[src/rtl/sprite_arb_pkg.sv]
// Shared types and defaults for the sprite draw arbiter.
// Optional build macro SPRITE_ARB_PRIO0_EN is consumed by sprite_draw_arbiter.
package sprite_arb_pkg;

  typedef enum logic [1:0] {
    IDLE    = 2'd0,
    LAUNCH  = 2'd1,
    DRAW    = 2'd2,
    RELEASE = 2'd3
  } state_t;

  localparam int COORD_W_DEF     = 10;
  localparam int SEL_W_DEF       = 6;
  localparam int SPRITE_PIXELS   = 1024;
  localparam int ENG_LATENCY     = 2;
  localparam int DRAW_CYCLES_DEF = SPRITE_PIXELS + ENG_LATENCY;

endpackage

[src/rtl/sprite_draw_arbiter_rr_picker.sv]
// Combinational round-robin picker: first eligible index at or above ptr,
// otherwise the lowest eligible index overall.
module rr_picker #(
  parameter int N = 4,
  parameter int W = 2
) (
  input  logic [N-1:0] eligible,
  input  logic [W-1:0] ptr,
  output logic [W-1:0] winner,
  output logic         found
);

  logic [N-1:0] upper;

  for (genvar gi = 0; gi < N; gi++) begin : g_mask
    assign upper[gi] = eligible[gi] & (ptr <= W'(gi));
  end

  always_comb begin
    winner = '0;
    found  = 1'b0;
    for (int i = N - 1; i >= 0; i--) begin
      if (eligible[i]) begin
        winner = W'(i);
        found  = 1'b1;
      end
    end
    // A hit in the upper window overrides the wrapped search.
    for (int i = N - 1; i >= 0; i--) begin
      if (upper[i]) winner = W'(i);
    end
  end

endmodule

[src/rtl/sprite_draw_arbiter.sv]
// Round-robin arbiter sharing one draw_sprite engine among N_REQ sources, one draw per source per frame.
// Define SPRITE_ARB_PRIO0_EN to give source 0 fixed top priority over the rotating sources.
module sprite_draw_arbiter
  import sprite_arb_pkg::*;
#(
  parameter int N_REQ       = 4,
  parameter int COORD_W     = COORD_W_DEF,
  parameter int SEL_W       = SEL_W_DEF,
  parameter int DRAW_CYCLES = DRAW_CYCLES_DEF
) (
  input  logic                     clk,
  input  logic                     reset_n,
  input  logic                     frame_start,
  input  logic [N_REQ-1:0]         req,
  input  logic [N_REQ*COORD_W-1:0] x_pos_in,
  input  logic [N_REQ*COORD_W-1:0] y_pos_in,
  input  logic [N_REQ*SEL_W-1:0]   sel_in,
  output logic [N_REQ-1:0]         grant,
  output logic [N_REQ-1:0]         done,
  output logic                     eng_plot,
  output logic [COORD_W-1:0]       eng_x_pos,
  output logic [COORD_W-1:0]       eng_y_pos,
  output logic [SEL_W-1:0]         eng_sel,
  output logic                     busy,
  output logic                     frame_done
);

  localparam int IDX_W = $clog2(N_REQ);
  localparam int CNT_W = $clog2(DRAW_CYCLES);
  localparam logic [CNT_W-1:0] CNT_LOAD = CNT_W'(DRAW_CYCLES - 1);

  state_t             state_q, state_d;
  logic [N_REQ-1:0]   served_q, served_d;
  logic [N_REQ-1:0]   grant_q, grant_d;
  logic [N_REQ-1:0]   done_q, done_d;
  logic [IDX_W-1:0]   rr_ptr_q, rr_ptr_d;
  logic [IDX_W-1:0]   owner_q, owner_d;
  logic [CNT_W-1:0]   cnt_q, cnt_d;
  logic               drew_any_q, drew_any_d;
  logic               eng_plot_q, eng_plot_d;
  logic               busy_q, busy_d;
  logic               frame_done_q, frame_done_d;
  logic [COORD_W-1:0] eng_x_q, eng_x_d;
  logic [COORD_W-1:0] eng_y_q, eng_y_d;
  logic [SEL_W-1:0]   eng_sel_q, eng_sel_d;

  logic [N_REQ-1:0]   eligible;
  logic [N_REQ-1:0]   pick_elig;
  logic [IDX_W-1:0]   pick_idx;
  logic               pick_found;
  logic [IDX_W-1:0]   win_idx;
  logic               win_any;
  logic               advance_ptr;

  assign eligible = req & ~served_q;

`ifdef SPRITE_ARB_PRIO0_EN
  assign pick_elig   = eligible & ~N_REQ'(1);
  assign win_idx     = eligible[0] ? '0 : pick_idx;
  assign win_any     = eligible[0] | pick_found;
  // Source 0 can only win through the override, so its wins leave the rotation alone.
  assign advance_ptr = (owner_q != '0);
`else
  assign pick_elig   = eligible;
  assign win_idx     = pick_idx;
  assign win_any     = pick_found;
  assign advance_ptr = 1'b1;
`endif

  rr_picker #(
    .N (N_REQ),
    .W (IDX_W)
  ) u_rr_picker (
    .eligible (pick_elig),
    .ptr      (rr_ptr_q),
    .winner   (pick_idx),
    .found    (pick_found)
  );

  always_comb begin
    state_d      = state_q;
    served_d     = served_q;
    grant_d      = grant_q;
    done_d       = '0;
    rr_ptr_d     = rr_ptr_q;
    owner_d      = owner_q;
    cnt_d        = cnt_q;
    drew_any_d   = drew_any_q;
    eng_plot_d   = 1'b0;
    busy_d       = busy_q;
    frame_done_d = 1'b0;
    eng_x_d      = eng_x_q;
    eng_y_d      = eng_y_q;
    eng_sel_d    = eng_sel_q;

    case (state_q)
      IDLE: begin
        if (win_any) begin
          owner_d    = win_idx;
          grant_d    = N_REQ'(1) << win_idx;
          eng_x_d    = x_pos_in[win_idx*COORD_W +: COORD_W];
          eng_y_d    = y_pos_in[win_idx*COORD_W +: COORD_W];
          eng_sel_d  = sel_in[win_idx*SEL_W +: SEL_W];
          eng_plot_d = 1'b1;
          busy_d     = 1'b1;
          // Counter is live during the plot cycle so done lands DRAW_CYCLES after plot.
          cnt_d      = CNT_LOAD;
          state_d    = LAUNCH;
        end else if (drew_any_q) begin
          frame_done_d = 1'b1;
          drew_any_d   = 1'b0;
        end
      end
      LAUNCH: begin
        cnt_d   = cnt_q - CNT_W'(1);
        state_d = DRAW;
      end
      DRAW: begin
        if (cnt_q == '0) begin
          done_d  = N_REQ'(1) << owner_q;
          state_d = RELEASE;
        end else begin
          cnt_d = cnt_q - CNT_W'(1);
        end
      end
      RELEASE: begin
        served_d[owner_q] = 1'b1;
        if (advance_ptr) begin
          rr_ptr_d = (owner_q == IDX_W'(N_REQ - 1)) ? '0 : owner_q + IDX_W'(1);
        end
        drew_any_d = 1'b1;
        grant_d    = '0;
        busy_d     = 1'b0;
        state_d    = IDLE;
      end
      default: state_d = IDLE;
    endcase

    if (frame_start) begin
      served_d   = '0;
      drew_any_d = 1'b0;
    end
  end

  always_ff @(posedge clk or negedge reset_n) begin
    if (!reset_n) begin
      state_q      <= IDLE;
      served_q     <= '0;
      grant_q      <= '0;
      done_q       <= '0;
      rr_ptr_q     <= '0;
      owner_q      <= '0;
      cnt_q        <= '0;
      drew_any_q   <= 1'b0;
      eng_plot_q   <= 1'b0;
      busy_q       <= 1'b0;
      frame_done_q <= 1'b0;
      eng_x_q      <= '0;
      eng_y_q      <= '0;
      eng_sel_q    <= '0;
    end else begin
      state_q      <= state_d;
      served_q     <= served_d;
      grant_q      <= grant_d;
      done_q       <= done_d;
      rr_ptr_q     <= rr_ptr_d;
      owner_q      <= owner_d;
      cnt_q        <= cnt_d;
      drew_any_q   <= drew_any_d;
      eng_plot_q   <= eng_plot_d;
      busy_q       <= busy_d;
      frame_done_q <= frame_done_d;
      eng_x_q      <= eng_x_d;
      eng_y_q      <= eng_y_d;
      eng_sel_q    <= eng_sel_d;
    end
  end

  assign grant      = grant_q;
  assign done       = done_q;
  assign eng_plot   = eng_plot_q;
  assign eng_x_pos  = eng_x_q;
  assign eng_y_pos  = eng_y_q;
  assign eng_sel    = eng_sel_q;
  assign busy       = busy_q;
  assign frame_done = frame_done_q;

endmodule

[config.mk]
export PLATFORM = sky130hd
export DESIGN_NAME = sprite_draw_arbiter
export DESIGN_NICKNAME = d
export VERILOG_FILES = /design/src/rtl/sprite_arb_pkg.sv /design/src/rtl/sprite_draw_arbiter_rr_picker.sv /design/src/rtl/sprite_draw_arbiter.sv
export SDC_FILE = /design/constraint.sdc
export NUM_CORES = 1
export LEC_CHECK = 0
export ABC_AREA = 0
export CAP_MARGIN = 20
export CORE_MARGIN = 2
export CORE_UTILIZATION = 35
export DETAILED_ROUTE_END_ITERATION = 7
export HOLD_SLACK_MARGIN = 0.12
export PLACE_DENSITY = 0.69
export RECOVER_POWER = 50
export SLEW_MARGIN = 30
export SYNTH_ARGS = -nofsm -noshare
export SYNTH_HDL_FRONTEND = slang
export SYNTH_HIERARCHICAL = 1
export SYNTH_SLANG_ARGS = --single-unit
[constraint.sdc]
create_clock -name clk -period 5.3 [get_ports clk]
set_input_delay 1.06 -clock clk [delete_from_list [all_inputs] [get_ports clk]]
set_output_delay 1.06 -clock clk [all_outputs]
set_load 0.005 [all_outputs]
# --- After elaboration in Yosys (flattened, before gate mapping) ---
# Index checks and enable logic that the tools add are counted.
word_totals:
  regBits: 59
  in_bits: 111
  output_inout_bits: 37
op_classes:
  add_sub_neg: 2
  multipliers: 2
  magnitude_cmp: 6
  eq_ne: 8
  n_shift: 5
  n_mux: 37
  bitwise_logic: 7
  reduce_logical: 12
op_table:
  columns: ["operator", "count"]
  rows:
  - ["indexed part select 40 x 7 -> 10 bit", 2]
  - ["one-hot mux 11 bit (3 select lines)", 1]
  - ["indexed part select 24 x 6 -> 6 bit", 1]
  - ["2-to-1 mux 11 bit", 2]
  - ["2-to-1 mux 2 bit", 11]
  - ["2-to-1 mux 4 bit", 5]
  - ["2-to-1 mux 1 bit", 13]
  - ["zero test 11 bit", 1]
  - ["subtractor 11 x 1 -> 11 bit (second input constant)", 1]
  - ["one-hot mux 2 bit (4 select lines)", 1]
  - ["one-hot mux 4 bit (2 select lines)", 1]
  - ["AND reduction 2 bit", 4]
  - ["<< shifter 1 x 2 -> 4 bit (first input constant)", 2]
  - ["== test 2 bit (second input constant)", 3]
  - ["inequality test 2 bit (second input constant)", 3]
  - ["nonzero test 3 bit", 2]
  - ["multiplier 2 x 3 -> 5 bit (second input constant)", 1]
  - ["bitwise AND 1 bit", 4]
  - ["bitwise AND 4 bit", 1]
  - ["less-or-equal comparator 2 x 1 -> 1 bit (second input constant)", 2]
  - ["less-or-equal comparator 2 bit (second input constant)", 2]
  - ["multiplier 2 x 2 -> 4 bit (second input constant)", 1]
  - ["NOT 4 bit", 1]
  - ["bitwise OR 4 bit", 1]
  - ["11 further kinds", 13]

# --- Longest topological paths before layout ---
# Gate-level depths: netlist of the first run.
depth:
  depth_word: 13
  ltp_mapped: 8
  ltp_nobuf: 6

# --- Cells and area by module ---
# The synthesis of the first run kept the hierarchy.
modules_own_cells:
  columns: ["module", "instances", "cells_per_inst", "area_per_inst_um2"]
  rows:
  - ["sprite_draw_arbiter", 1, 240, 3205.6]
  - ["rr_picker", 1, 12, 77.6]

# --- Worst setup path after synthesis of the first run ---
# Ideal clock, no wire load.
synth_timing:
  path_kind: "input -> register"
  from: "in req[3]"
  to: "reg eng_sel_q[5], in the netlist eng_sel[5]"
  setup_time_ns: 0.125
  arrival_ns: 3.022
  required_time_ns: 5.175
  slack_ns: 2.153
  cell_stages: 7
  path_cell_list: "nor2b_1 > inv_1 > a22o_1 > a211oi_2 > clkbuf_1 > mux4_2 > mux2_2"
synth_via:
  elab_chain_len: 11
synth_rtl:
  columns: ["element", "line_no", "text"]
  rows:
  - ["from (decl)", "sprite_draw_arbiter.sv:14", "input logic [N_REQ-1:0] req,"]
  - ["bitwise AND 4 bit (*)", "sprite_draw_arbiter.sv:55", "assign eligible = req & ~served_q;"]
  - ["2-to-1 mux 2 bit (4 in series)", "sprite_draw_arbiter_rr_picker.sv:23", "if (eligible[i]) begin"]
  - ["2-to-1 mux 2 bit (*) (4 in series)", "sprite_draw_arbiter_rr_picker.sv:30", "if (upper[i]) winner = W'(i);"]
  - ["net pick_idx[0]", "sprite_draw_arbiter.sv:49", "logic [IDX_W-1:0] pick_idx;"]
  - ["multiplier 2 x 2 -> 4 bit (*)", "sprite_draw_arbiter.sv:103", "eng_sel_d = sel_in[win_idx*SEL_W +: SEL_W];"]
  - ["indexed part select 24 x 6 -> 6 bit (*)", "sprite_draw_arbiter.sv:103", null]
  - ["to (signal assigned)", "sprite_draw_arbiter.sv:175", "eng_sel_q <= eng_sel_d;"]
  - ["to (decl)", "sprite_draw_arbiter.sv:45", "logic [SEL_W-1:0] eng_sel_q, eng_sel_d;"]
# The timed path passes the listed nets; every way through them passes the cells marked *.
# A chain may end at the register's enable or synchronous reset.

==> impl_results.md, run 1 <==
- Post-Syn Instances: about 250
- CP delay by family, top: buffers and inverters
- Initial Utilization: a little over a third
- Post-CTS resize count: 0
- Critical R2R Capture: eng_y_pos[8]
- DR pass1 iterations: 4
- GP Congestion: 0.802
- Proportion of netlist area held by the largest area contributor: between 40% and 50%
- Most numerous cell in the Yosys netlist: dfrtp_1
- # clock sinks: between 50 and 60
- Vias in the first global route: 2742
- Overall Global Routing Usage: 18.7%
- Post-synthesis net count: around 370
- Asr flop ratio synth: 100%
- GRT overflow: 0
- Share of cells above drive strength 1: between 10% and 20%
- CP Class: input pin to asynchronous set/reset pin
- Final hold violations: 0
- Relative slew slack: -117%
- Reg clk slew, reported paths: about 0.06 ns
- WL per Instance: around 18 um
- Max Used Layer: met4
- Drt via density: around 5.3
- Post-synthesis cell type count: 37
- Final WL: about 9.5 mm
- CP arrival: approximately 3.5 ns
- Syn Area/Cell: roughly 13 um^2
- DRC Markers: 0
- Top post-synthesis cells by area: dfrtp_1 (45%), mux4_2 (18%), mux2_2 (9.6%)
- Synth Register Bits: ~60
- Fin crit period: approximately 3.8 ns
- WL met1: roughly 4.0 mm
- IO Count: between 100 and 150
- Pwr dens: about 220 nW/um^2
- Worst EP required: 5.01 ns
- Worst Hold Launch: eng_sel[1]
- Max H-tree Level: 3
- Crit-path cells: buf_2 > clkbuf_1
- Worst r2r path cells: 7
- Synth area leader: dfrtp_1
- Global-route wire length before repair: about 15 mm
- Fin nets: 521
- Startpoint types: input pin
- R2R Setup Slk: about 2.4 ns
- Min-delay worst type: register to register
- Largest family of logic cells by synthesized area: multiplexers
- Synth Area in Adders: 3.43%
- CTS buffer count: 9
- Clk_skew: around 0.014 ns
- Max clock buf depth: 2
- Post-synthesis xor/xnor area fraction: 0%
- Final setup viols: 0
- Reg-to-reg critical path startpoint: served_q[3]
- Failing checks: max-capacitance violations, max-slew violations
- Tightest Pin Transition: 3.25 ns
- First-iteration detailed-routing DRC count: 114
- Hold-fix buffer count after cts: 0
- DP HPWL: a little over 7 mm
- Mux cell area share after synthesis: 27.7%
- Max-Cap Viols: 1
- Via count: between 2000 and 3000
- YS warnings: 6
- Layout fillers: 784
- Initial antenna violation count: 0
- Post-synthesis simple-gate area fraction: roughly 11%
- RSZ-0062 raised after global routing: no
- Die X: between 100 and 150 um
- Hold Slack: ~0.5 ns
- CTS tree: yes
- Setup Total Neg Slack: 0 ns
- Outcome: finished, violations left
- Post-Syn Area: ~3300 um^2
- DP Area: 4880 um^2
- Maximum VDD drop: about 0.13 mV
- Met3 routed WL: 415 um
- Synth top cells by count: dfrtp_1 (59), mux2_2 (28), mux4_2 (26), inv_1 (12), nor2_1 (12)
- Setup crit end kind: asynchronous set/reset pin
- Max Freq: 265 MHz
- Die area: about 10000 um^2
- Post-synth EDFFs: 0
- Crit-path max cell delay: 2.27 ns
- Sequential area share after synthesis: between 40 and 50%
- Reg area: ~1500 um^2
- Largest net degree at the start of global routing: 60
- Final instance area: between 5000 and 6000 um^2
- Synthesis-to-finish area growth: 55.8%
- Complex-gate fraction of the synthesized area: a little under a tenth
- Diode count: 0
- Clk_lat worst skew: ~0.34 ns
- Critical Path Fanout Max: 59
- WHS Path Cells: 1
- Slew Viols, Final: 60
- Multi-input logic area: 1690 um^2
- Met2 routed WL: between 4 and 5 mm
- I/O Buffers: ~150
- Die Ht: 101 um
- Rows: 35
- Clock Root Buffer: clkbuf_8
- Antenna viol nets, final: 0
- Crit path max-delay cell type: clkbuf_1
- Leakage: about 0.0022 uW
- WP buf/inv: 2
- Post-CTS setup buffer count: 0
- Hold Crit Endpoint: eng_sel[1]
- Core area: 9150 um^2
- Prevailing post-synth register cell: dfrtp_1
- Post-route clock period utilization: between 70% and 80%
==> layout by cell type, fill, tap and decap left out, types with 3 or more instances in the layout <==
cell | netlist | layout
a21oi_1 | 9 | 9
a22o_1 | 6 | 6
a31oi_1 | 3 | 3
a32o_1 | 4 | 4
and2_1 | 5 | 3
buf_4 | 0 | 5
bufinv_16 | 0 | 4
clkbuf_1 | 7 | 3
clkbuf_8 | 0 | 9
clkdlybuf4s50_1 | 0 | 137
dfrtp_1 | 59 | 59
dlygate4sd3_1 | 0 | 9
ha_1 | 9 | 9
inv_1 | 12 | 12
mux2_2 | 28 | 28
mux4_2 | 26 | 26
nand2_1 | 5 | 5
nand3_1 | 9 | 9
nor2_1 | 12 | 12
nor2b_1 | 6 | 6
nor3_1 | 7 | 7
nor4_1 | 2 | 3
o21ai_0 | 6 | 6
o21ai_1 | 4 | 4
o31ai_1 | 3 | 3
o41ai_1 | 4 | 4
or4_1 | 3 | 3
==> area by class of cell <==
class | instances | share of cell area [%]
clock buffers | 11 | 2.57
clock inverters | 5 | 2.45
inverters | 12 | 0.880
multi-input cells | 166 | 33.1
flip-flops and latches | 59 | 28.9
well taps | 111 | 2.71
repair buffers | 153 | 29.5
==> metrics by stage <==
stage | util, % | cells | setup WS [ns] | total power (uW)
6_report | 55.9 | 517 | 1.53 | 1140
5_1_grt | 55.9 | 517 | 0.878 | 1180
4_1_cts | 56.1 | 517 | 1.56 | 1160
3_5_place_dp | 53.3 | 501 | 1.21 | 611
3_3_place_gp | 53.3 | 501 | 1.25 | 609
2_1_floorplan | - | 252 | 2.15 | 511
==> metal layers <==
layer / vias to the layer above / global-route usage (%)
met5: - / 0
met4: 0 / 7.59
met3: 14 / 3.26
met2: 84 / 30.3
met1: 1352 / 25.0
li1: 1272 / -
==> sequential cells by signal, summed over array words and instances (netlist names), 2 cells and up <==
signal / flops
owner_q: 2
done: 4
eng_sel: 6
grant: 4
state_q: 2
rr_ptr_q: 2
eng_y_pos: 10
served_q: 4
eng_x_pos: 10
cnt_q: 11
==> report_power, final <==
part               switching (uW)  total, uW  internal [uW]
Sequential     0.0000000000000498        450            450
Clock                         184        544            360
Combinational                42.6        150            108
Total                         227       1140            918
==> logic make-up after synthesis <==
kind of cell    Yosys count
buf+inv                  27
flops                    59
simple gates             59
mux                      55
compound gates           43
fa+ha+maj                 9
==> worst max-delay path by stage <==
stage                     depth (start not counted)            to    start
final                                             2     cnt_q[10]  reset_n
after global routing                              2     cnt_q[10]  reset_n
after CTS                                         8  eng_y_pos[8]   req[3]
after detailed placement                          8  eng_y_pos[8]   req[3]
after global placement                            8  eng_y_pos[9]   req[3]
after floorplan                                   7    eng_sel[5]   req[3]
(Power assumes the default switching activity.)
==> run 2: changes to the inputs <==
clock period = 3.7 ns   (was 5.3 ns; I/O delays follow)
==> impl_results.md, run 2 (synthesis results as in run 1) <==
- Outcome: finished, violations left
- Failing checks: max-capacitance violations, max-slew violations
- Tightest Pin Transition: 2.23 ns (-1.03 ns)
- Clk_lat worst skew: 0.34 ns (about the same)
- Combinational share of power: 14.4% (+1.3 points)
- I/O Buffers: 147 (unchanged)
- Fin crit period: roughly 3 ns
- Final hold violations: 0 (unchanged)
- Clk_skew: 0.0131 ns (-0.00125 ns)
- WHS Path Cells: 1 (unchanged)
- Overall Global Routing Usage: 19.2% (+0.45 points)
- Critical Path Fanout Max: 30 (-49%)
- Max clock buf depth: 2 (unchanged)
- Post-CTS setup buffer count: 0 (unchanged)
- Startpoint types: input pin
- Clock Power Share: 43.1% (-4.4 points)
- Worst r2r path cells: 7 (unchanged)
- Hold-fix buffer count after cts: 0 (unchanged)
- Final core occ: 55.7% (-0.22 points)
- Max Freq: about 340 MHz
- Min-delay worst type: register to register
- WL per Instance: 18.8 um (+2.4%)
- Post-route clock period utilization: roughly 79%
- Max H-tree Level: 3 (unchanged)
- Critical R2R Capture: eng_x_pos[5]
- Synthesis-to-finish area growth: 55.2%
- Final WL: 9.68 mm (+2.2%)
- Worst Hold Launch: grant[1]
- R2R Setup Slk: 1.23 ns (-1.19 ns)
- Largest net degree at the start of global routing: 41 (-32%)
- RSZ-0062 raised after global routing: no
- Setup crit end kind: register
- Worst EP required: 3.92 ns (-1.09 ns)
- Via count: 2773 (+1.9%)
- DR pass1 iterations: 4 (unchanged)
- Relative slew slack: -48.5% (+68 points)
- Clock Root Buffer: clkbuf_8
- Most common cell after layout, fill and taps aside: clkdlybuf4s50_1
- DP HPWL: 7.37 mm (+2.5%)
- Reg clk slew, reported paths: 0.07 ns (about the same)
- GP Congestion: 0.869 (+8.4%)
- Vias in the first global route: 2864 (+4.4%)
- Commonest non-fill, non-tap cells in the layout: clkdlybuf4s50_1 (138), dfrtp_1 (59), mux2_2 (28)
- Psw: 341 uW (+50%)
- Post-CTS resize count: 0 (unchanged)
- CTS tree: yes
- First-iteration detailed-routing DRC count: 87 (-24%)
- Die area: 10200 um^2 (unchanged)
- CP arrival: 3.16 ns (-0.31 ns)
- Setup Total Neg Slack: 0 ns (unchanged)
- Maximum VDD drop: 0.159 mV (+25%)
- Leakage: 0.00214 uW (-1.2%)
- Core area: 9150 um^2 (unchanged)
- CTS buffer count: 9 (unchanged)
- GRT overflow: 0 (unchanged)
- Rows: 35 (unchanged)
- # clock sinks: 59 (unchanged)
- Initial antenna violation count: 0 (unchanged)
- Max-Cap Viols: 1 (unchanged)
- Internal cell power: 1180 uW (+28%)
- Antenna viol nets, final: 0 (unchanged)
- Die X: 101 um (unchanged)
- Slew Viols, Final: 41 (-32%)
- Pwr dens: 298 nW/um^2 (+33%)
- Final setup viols: 0 (unchanged)
- Max reg flops: 11 (unchanged)
- Share of cells above drive strength 1: 19.8% (+0.54 points)
- Layout fillers: 806 (+2.8%)
- IO Count: 148 (unchanged)
- DRC Markers: 0 (unchanged)
- Drt via density: 5.37 (+2.1%)
- Reg-to-reg critical path startpoint: served_q[3]
- Flop pwr share: 42.5% (+3.2 points)
- Hold Crit Endpoint: grant[1]
- Die Ht: 101 um (unchanged)
- CP Class: input pin to register
- Diode count: 0 (unchanged)
- Initial Utilization: 35.9% (unchanged)
- Sw Ratio: 22.4% (+2.6 points)
- Fin nets: 520 (-0.19%)
- Global-route wire length before repair: 14.7 mm (+1.4%)
- Largest register by flop count: cnt_q
[run 2: layer usage]
metal / share of wire, % / track usage, % / up-vias
met3: 5.6 / 3.81 / 16
met2: 52 / 31.9 / 96
met5: 0 / 0 / -
met1: 40 / 23.8 / 1394
li1: - / - / 1267
met4: 2.1 / 9.38 / 0
[run 2: cell type report]
type | count | area, um^2 | share of cell area [%]
clock buffers | 9 | 124 | 2.43
inverters | 12 | 45.0 | 0.884
multi-input cells | 166 | 1710 | 33.5
flip-flops and latches | 59 | 1480 | 29.0
repair buffers | 152 | 1510 | 29.7
clock inverters | 7 | 92.6 | 1.82
well taps | 111 | 139 | 2.73
[run 2: worst max path at each step]
stage | cells past startpoint | start | to | slack, ns
3_5_place_dp | 8 | req[3] | eng_x_pos[1] | 0.40
4_1_cts | 8 | req[3] | eng_x_pos[5] | 0.76
3_3_place_gp | 8 | req[3] | eng_x_pos[5] | 0.43
6_report | 8 | req[3] | eng_x_pos[5] | 0.77
2_1_floorplan | 7 | req[3] | eng_sel[5] | 0.87
5_1_grt | 2 | reset_n | eng_sel[3] | 0.64
[run 2: power groups by stage]
stage                     combinational [uW]  sequential [uW]  clock, uW
after floorplan                         74.5              657          0
after global placement                   217              657          0
after detailed placement                 220              657          0
after CTS                                222              644        676
after global routing                     233              644        709
final                                    218              645        654
[run 2: worst max-delay path, cell delays in order]
cell and delay, ns:
clkdlybuf4s50_1 0.44, nor2b_1 0.26, inv_1 0.07, a22o_1 0.24, a211oi_4 0.28, buf_12 0.28
mux4_2 0.55, mux2_2 0.28
[run 2: metrics by stage]
step,std cells,setup WS [ns],hold WS (ns),power [uW],area (um^2)
final,516,0.769,0.490,1520,5100
after global routing,516,0.640,0.518,1590,5100
after CTS,516,0.765,0.495,1540,5100
after detailed placement,500,0.404,0.481,877,4880
after global placement,500,0.432,0.479,874,4880
after floorplan,252,0.873,0.444,732,3280
==> run 3: changes to the inputs <==
clock period = 2.9 ns   (was 3.7 ns; I/O delays follow)
==> impl_results.md, run 3 (synthesis results as in run 1) <==
- Clk_skew: 0.0139 ns (+0.000767 ns)
- Layout fillers: 777 (-3.6%)
- Antenna viol nets, final: 0 (unchanged)
- Setup crit end kind: register
- Die Ht: 101 um (unchanged)
- Largest register by flop count: cnt_q
- Flop pwr share: 41.9% (-0.6 points)
- Combinational share of power: 14.5% (about the same)
- Final setup viols: 0 (unchanged)
- Hold-fix buffer count after cts: 0 (unchanged)
- Max H-tree Level: 3 (unchanged)
- Most common cell after layout, fill and taps aside: clkdlybuf4s50_1
- Setup Total Neg Slack: 0 ns (unchanged)
- Final instance area: 5170 um^2 (+1.4%)
- GRT overflow: 0 (unchanged)
- Maximum VDD drop: 0.256 mV (+60%)
- # clock sinks: 59 (unchanged)
- Commonest non-fill, non-tap cells in the layout: clkdlybuf4s50_1 (134), dfrtp_1 (59), mux2_2 (28)
- Pwr dens: 380 nW/um^2 (+28%)
- Psw: 414 uW (+22%)
- PnR worst setup slack: 0.228 ns (-0.541 ns)
- Largest net degree at the start of global routing: 33 (-20%)
- Max-Cap Viols: 1 (unchanged)
- R2R Setup Slk: 0.55 ns (-0.68 ns)
- Relative slew slack: -8.47% (+40 points)
- Hold Slack: 0.502 ns (+0.0125 ns)
- Fin nets: 525 (+0.96%)
- Reg clk slew, reported paths: 0.06 ns (about the same)
- Min-delay worst type: register to register
- Post-route clock period utilization: between 90% and 100%
- CTS tree: yes
- Die X: 101 um (unchanged)
- Clock Power Share: 43.7% (+0.6 points)
- Overall Global Routing Usage: 19.6% (+0.43 points)
- Drt via density: 5.29 (-1.5%)
- Clock Root Buffer: clkbuf_8
- Post-CTS resize count: 0 (unchanged)
- Leakage: 0.00221 uW (+3.0%)
- Max Freq: between 300 and 400 MHz
- Multi-input logic area: 1710 um^2 (unchanged)
- CP Class: input pin to register
- Post-CTS setup buffer count: 0 (unchanged)
- WL per Instance: 18.6 um (-1.1%)
- CP arrival: 2.89 ns (-0.27 ns)
- Initial antenna violation count: 0 (unchanged)
- Final hold violations: 0 (unchanged)
- DR pass1 iterations: 4 (unchanged)
- Global-route wire length before repair: 15.3 mm (+3.5%)
- Critical Path Fanout Max: 28 (-6.7%)
- GP Congestion: 0.847 (-2.6%)
- I/O Buffers: 147 (unchanged)
- DP Area: 4960 um^2 (+1.5%)
- Via count: 2757 (-0.58%)
- Final WL: 9.67 mm (-0.10%)
- Fin crit period: between 2 and 3 ns
- Max reg flops: 11 (unchanged)
- Outcome: finished, violations left
- Internal cell power: 1550 uW (+32%)
- RSZ-0062 raised after global routing: no
- Worst EP required: 3.12 ns (-0.80 ns)
- Sw Ratio: 21.1% (-1.4 points)
- Place WS: -0.143 ns (-0.546 ns)
- Diode count: 0 (unchanged)
- Synthesis-to-finish area growth: 57.4%
- Die area: 10200 um^2 (unchanged)
- Startpoint types: input pin
- Initial Utilization: 35.9% (unchanged)
- Slew Viols, Final: 31 (-24%)
- CTS buffer count: 9 (unchanged)
- Reg area: 1480 um^2 (unchanged)
- Rows: 35 (unchanged)
- Failing checks: max-capacitance violations, max-slew violations
- Max clock buf depth: 2 (unchanged)
- Clk_lat worst skew: 0.35 ns (about the same)
- Share of cells above drive strength 1: 20.7% (+0.98 points)
- DP HPWL: 7.30 mm (-0.93%)
- First-iteration detailed-routing DRC count: 87 (unchanged)
- DRC Markers: 0 (unchanged)
- Tightest Pin Transition: 1.63 ns (-0.600 ns)
- Core area: 9150 um^2 (unchanged)
- Vias in the first global route: 2997 (+4.6%)
- IO Count: 148 (unchanged)
run 3: path summary, 6_finish.rpt:
check,start,endpoint,cells past startpoint
worst max-delay path,req[0],eng_y_pos[6],7
worst min-delay path,eng_sel[4],eng_sel[4],1
worst max register to register,served_q[0],eng_y_pos[6],6
worst min register to register,eng_sel[4],eng_sel[4],1
max in group asynchronous,reset_n,eng_sel[1],2
min in group asynchronous,reset_n,frame_done,1
run 3: metrics by stage:
stage | power, uW | std cells | util (%)
6_report | 1970 | 521 | 56.5
5_1_grt | 2050 | 521 | 56.5
4_1_cts | 2010 | 521 | 56.7
3_5_place_dp | 1130 | 505 | 54.2
3_3_place_gp | 1120 | 505 | 54.2
2_1_floorplan | 933 | 252 | -
run 3: layout make-up:
cell class                 instances  area share (%)
clock buffer                      11            2.93
clock inverter                     5            1.45
timing repair buffer             157            30.5
multi-input combinational        166            33.0
tap                              111            2.69
sequential                        59            28.6
inverter                          12           0.871
run 3: power by group through the flow:
stage	logic, uW	registers (uW)	clock network, uW
finish	284	823	859
global route	305	822	921
CTS	292	822	891
detailed placement	290	838	0
global placement	286	838	0
floorplan	95.0	839	0
run 3: worst max-delay path, cell delays in order:
cell	delay (ns)
clkdlybuf4s50_1	0.45
nor2b_1	0.23
nor3b_1	0.59
a211oi_4	0.07
buf_12	0.21
mux4_2	0.46
mux2_2	0.28
run 3: routing by layer:
metal  GRT usage (%)  vias up  part of all wire (%)
met2            33.8       74                    53
met4            6.74        0                   1.3
met1            24.4     1402                    40
met3            4.09       10                   4.9
met5               0        -                     0
li1                -     1271                     -
